### src/rtl/fetch_pc_unit.sv
// fetch_pc_unit: instruction-fetch front end. Holds the PC, issues one-outstanding
// fetches to instruction memory, buffers the returned word for decode and applies
// branch/jump redirects.
//
// Ports
//   clk_i, rstn_i            rising-edge clock, synchronous active-low reset
//   redirect_pc_i            address of the branch/jump instruction causing a redirect
//   branch_taken_i           take branch, target = redirect_pc + 4 + imm_sl2 (wins over jump)
//   imm_sl2_i                sign-extended branch offset already scaled by 4
//   jump_i                   take jump, target = {(redirect_pc + 4)[n-1:28], jump_index, 2'b00}
//   jump_index_i             26-bit jump instruction index
//   imem_req_o, imem_ready_i fetch request handshake; imem_addr_o always carries the PC
//   imem_rvalid_i, imem_rdata_i  exactly one response per accepted request
//   instr_valid_o, instr_ready_i decode handshake for instr_o fetched from instr_pc_o
module fetch_pc_unit #(
    parameter int unsigned  n        = 32,
    parameter logic [n-1:0] RESET_PC = '0
) (
    input  logic         clk_i,
    input  logic         rstn_i,
    input  logic [n-1:0] redirect_pc_i,
    input  logic         branch_taken_i,
    input  logic [n-1:0] imm_sl2_i,
    input  logic         jump_i,
    input  logic [25:0]  jump_index_i,
    output logic         imem_req_o,
    output logic [n-1:0] imem_addr_o,
    input  logic         imem_ready_i,
    input  logic         imem_rvalid_i,
    input  logic [31:0]  imem_rdata_i,
    output logic         instr_valid_o,
    output logic [31:0]  instr_o,
    output logic [n-1:0] instr_pc_o,
    input  logic         instr_ready_i
);
    typedef enum logic [1:0] {IDLE, REQ, WAIT, HOLD} state_e;

    state_e       state_q;
    logic [n-1:0] pc_q, pc_d, pend_q, instr_pc_q, seq_pc, br_tgt, jmp_tgt;
    logic [31:0]  instr_q;
    logic         drop_q, req_q, valid_q, redir, acc, busy;

    assign seq_pc = redirect_pc_i + n'(4);
    assign br_tgt = seq_pc + imm_sl2_i;
    assign redir  = branch_taken_i | jump_i;
    assign acc    = req_q & imem_ready_i;
    // A response is still owed by memory: either the live fetch or a stale one.
    assign busy   = (state_q == WAIT) | drop_q;

    always_comb begin
        jmp_tgt = seq_pc;
        jmp_tgt[27:0] = {jump_index_i, 2'b00};
    end

    // Redirect overrides the sequential +4 step taken on an accepted fetch.
    assign pc_d = redir ? (branch_taken_i ? br_tgt : jmp_tgt) : acc ? pc_q + n'(4) : pc_q;

    // req_q/valid_q mirror (state == REQ && !drop) and (state == HOLD) as flops,
    // so neither handshake output has a combinational path from any input.
    // drop also gates the request: while a stale response is owed no new fetch
    // may be issued, which keeps memory strictly one-outstanding after reset.
    always_ff @(posedge clk_i) begin
        if (!rstn_i) begin
            state_q    <= IDLE;
            pc_q       <= RESET_PC;
            req_q      <= 1'b0;
            valid_q    <= 1'b0;
            instr_q    <= '0;
            instr_pc_q <= '0;
            // Remember a response that is still in flight across reset so it is discarded.
            drop_q     <= (busy & ~imem_rvalid_i) | acc;
        end else begin
            pc_q <= pc_d;
            if (drop_q && imem_rvalid_i)
                drop_q <= 1'b0;
            case (state_q)
                IDLE: begin
                    state_q <= REQ;
                    req_q   <= ~(drop_q & ~imem_rvalid_i);
                end
                REQ: begin
                    if (acc) begin
                        pend_q  <= pc_q;
                        state_q <= WAIT;
                        req_q   <= 1'b0;
                        drop_q  <= redir;
                    end else begin
                        req_q <= ~(drop_q & ~imem_rvalid_i);
                    end
                end
                WAIT: begin
                    if (imem_rvalid_i) begin
                        drop_q <= 1'b0;
                        // A redirect in the arrival cycle kills the word just like drop.
                        if (drop_q || redir) begin
                            state_q <= REQ;
                            req_q   <= 1'b1;
                        end else begin
                            instr_q    <= imem_rdata_i;
                            instr_pc_q <= pend_q;
                            state_q    <= HOLD;
                            valid_q    <= 1'b1;
                        end
                    end else if (redir) begin
                        drop_q <= 1'b1;
                    end
                end
                HOLD: begin
                    if (redir || instr_ready_i) begin
                        state_q <= REQ;
                        req_q   <= 1'b1;
                        valid_q <= 1'b0;
                    end
                end
            endcase
        end
    end

    assign imem_req_o    = req_q;
    assign imem_addr_o   = pc_q;
    assign instr_valid_o = valid_q;
    assign instr_o       = instr_q;
    assign instr_pc_o    = instr_pc_q;
endmodule

### config.mk
export PLATFORM = sky130hd
export DESIGN_NAME = fetch_pc_unit
export DESIGN_NICKNAME = d
export VERILOG_FILES = /design/src/rtl/fetch_pc_unit.sv
export SDC_FILE = /design/constraint.sdc
export NUM_CORES = 1
export LEC_CHECK = 0
export BUFFER_PORTS_ARGS = -buffer_cell sky130_fd_sc_hd__buf_2
export CORE_ASPECT_RATIO = 0.6
export CORE_MARGIN = 2
export CORE_UTILIZATION = 45
export CTS_CLUSTER_DIAMETER = 200
export DETAILED_ROUTE_END_ITERATION = 10
export PLACE_DENSITY_LB_ADDON = 0.12
export SYNTH_ARGS = -nofsm -noshare
export SYNTH_HDL_FRONTEND = slang
export SYNTH_SLANG_ARGS = --single-unit
### constraint.sdc
create_clock -name clk_i -period 5.6 [get_ports clk_i]
set_input_delay 0.56 -clock clk_i [delete_from_list [all_inputs] [get_ports clk_i]]
set_output_delay 0.56 -clock clk_i [all_outputs]
set_load 0.01 [all_outputs]
==> impl_metrics.yaml <==
outcome:
  outcome: "completed"
cells_and_area:
  area_growth_pct: 23.20
  nNetsFinal: 1325
  layout_commonest_cell: "buf_2"
  fin_cells: 1398
  layout_common_cells: "226 x buf_2, 190 x nand2_1, 127 x a21oi_1"
  drive_gt1_frac: 0.2440
  antenna_cells: 0
routing:
  vias: 7589
  wl_per_cell_um: 16.45
  drc: 0
  drt_wl_total_um: 23000
  drt-pass1-iter-count: 5
  drt.antenna.violating_nets: 0
  avgViaCountPerCell: 5.428
  drtIter0Drc: 499
worst_hold_path:
  hold_path.class: "primary input to flip-flop"
floorplan:
  ios: 227
  dieArea_um2: 18620
  rows: 37
  die_h_um: 106.5
  start_util: 0.4600
  core-area_um2: 17130
  die_w_um: 174.8
cts:
  post-cts-setup-buffers: 0
  hold_buffers: 0
  cts_max_level: 4
  cts_resized: 0
  clk_pin_slew_worst_paths_ns: 0.07
  root_buffer: "clkbuf_16"
  clkLatencyLatePin_ns: 0.41
  ctsLongestPathBuffers: 2
  cts_tree: "yes"
  numCtsBuffers: 17
  clock_sink_count: 133
synthesis:
  ys_async_sr_fraction: 0
  yosys.area.top_type: "dfxtp_1"
  synthCells: 952
  yosys_warnings: 0
  syn_nets: 1126
  syn-cell-area_um2: 7879
  ys_seq_area_frac: 0.3786
  yosys-top-cells-area: "dfxtp_1 26%, edfxtp_1 12%, nand2_1 9.1%"
  ys_types: 67
  ys.flop_type: "dfxtp_1"
  postSynthAreaPerCell_um2: 8.276
  synth_seq_cells: 133
  synth_edf_count: 32
  synth_top_area_share: 0.2566
critical_path:
  crit_path_end_kind: "flip-flop"
  crit_type: "primary input to flip-flop"
  path_cells: "buf_2 > and4_1 > and3_1 > nand3_1 > nor2_2 > nand2_1 > xnor2_1 > ha_1 > a21o_1 > nand2_1 > nand2b_1 > a2111oi_0 > o211ai_1 > a41oi_1 > nand4_1 > o221ai_1"
  max_stage_delay_ns: 0.47
  path_max_fanout: 9
  critical_path.most_common_cell: "nand2_1"
  critPathSlowestCell: "a2111oi_0"
  critPathTopFamily: "compound AO/OA/AOI/OAI gates"
  required_ns: 5.93
  arrival_ns: 3.90
  cp_num_buf_inv: 1
  crit_path_start_kind: "primary input"
global_routing:
  met3_usage: 0.04363
  met1_usage: 0.3676
  grtUsageMet2: 0.3594
  grt_pass1_wl_um: 35980
  globalRoute.totalOverflow: 0
  first_global_vias: 6905
  antenna_found_initial: 0
  grt_max_degree: 76
  top_usage_layer: "met1"
  track_usage: 0.2416
sta:
  fin_worst_skew_ns: 0.009637
  slew-limit-headroom: 0.4135
  post-route-period-util: 0.6385
  hold_violations: 0
  drv_slew: 0
  min_period_ns: 3.576
  setup_tns_ns: 0
  finalSetupViolations: 0
  layout_setup_ws_ns: 2.024
  max_freq_ghz: 0.2797
  rsz0062_at_grt: "no"
  worst_pin_slew_ns: 0.8797
placed_design:
  post-dp-hpwl_um: 17150
  place_ws_ns: 1.675
  gp_congestion: 0.9136
  placedCellCount: 1366
  io_buffers: 226
power_and_ir_drop:
  power_density_nw_per_um2: 278.4
  ir_worst_vdd_v: 0.0002197
  leakage_nw: 4.197
run:
  drv_cap: 0
-- final timing paths --
kind         slack, ns  cells past startpoint               to              from
max reg2reg       2.98                      8  imem_addr_o[26]    imem_addr_o[2]
max               2.02                     16  imem_addr_o[29]  redirect_pc_i[8]
min reg2reg       0.45                      2    instr_pc_o[6]     instr_pc_o[6]
min               0.38                      3      instr_o[20]  imem_rdata_i[20]
-- cell type report --
type / count / area [um^2]
clock inverters: 13 / 112.6
inverters: 15 / 56.30
clock buffers: 19 / 454.2
fillers: 1661 / 7422
multi-input cells: 751 / 4624
repair buffers: 233 / 1184
well taps: 234 / 292.8
flip-flops and latches: 133 / 2983
-- report_power, final --
part           internal (W)  total [W]  switching [W]  leakage, nW
sequential          0.00104    0.00110      0.0000630         1.12
combinational      0.000222   0.000542       0.000320         2.80
clock              0.000608    0.00106       0.000454        0.279
-- registers in the layout (all words and copies together) (netlist names) --
signal	cells
imem_addr_o	32
state_q	2
instr_valid_o	1
imem_req_o	1
pend_q	32
drop_q	1
instr_o	32
instr_pc_o	32
-- per-stage QoR --
stage	hold slack (ns)	total power (W)	util	area, um^2
detailed placement	0.4432	0.001653	0.5336	9140
global placement	0.4388	0.001649	0.5336	9140
global route	0.3824	0.002828	0.5667	9707
finish	0.3848	0.002702	0.5667	9707
floorplan	0.4713	0.001455	-	7879
CTS	0.3723	0.002716	0.5667	9707
-- kinds of logic after synthesis --
kind of cell / share of synthesized area
compound gates: 0.1998
fa+ha+maj: 0.07242
flops: 0.3786
xor+xnor: 0.07670
mux: 0.01143
buf+inv: 0.03525
simple gates: 0.2258
-- synthesized netlist by cell type (all sizes together), types with 10 or more instances --
master and count:
nand2 191, o21ai 34, a211oi 14, a31oi 13, xnor2 42, dfxtp 101, a21oi 128, inv 14
edfxtp 32, xor2 27, and3 15, nor2 47, nand4 26, nand3 36, buf 15, ha 44
nor2b 10, clkbuf 38, a21o 24
-- worst min-delay path: cells and delay by family --
kind | cells | cell delay, ns
buf+inv | 1 | 0.09
compound gates | 1 | 0.05
simple gates | 1 | 0.04
-- metal layers --
layer	vias to the layer above	routed length (um)	part of all wire
met5	-	0	0
met4	0	121	0.0053
met3	10	1636	0.071
met2	249	9641	0.42
met1	3526	11600	0.50
li1	3804	-	-
(Power assumes the default switching activity.)
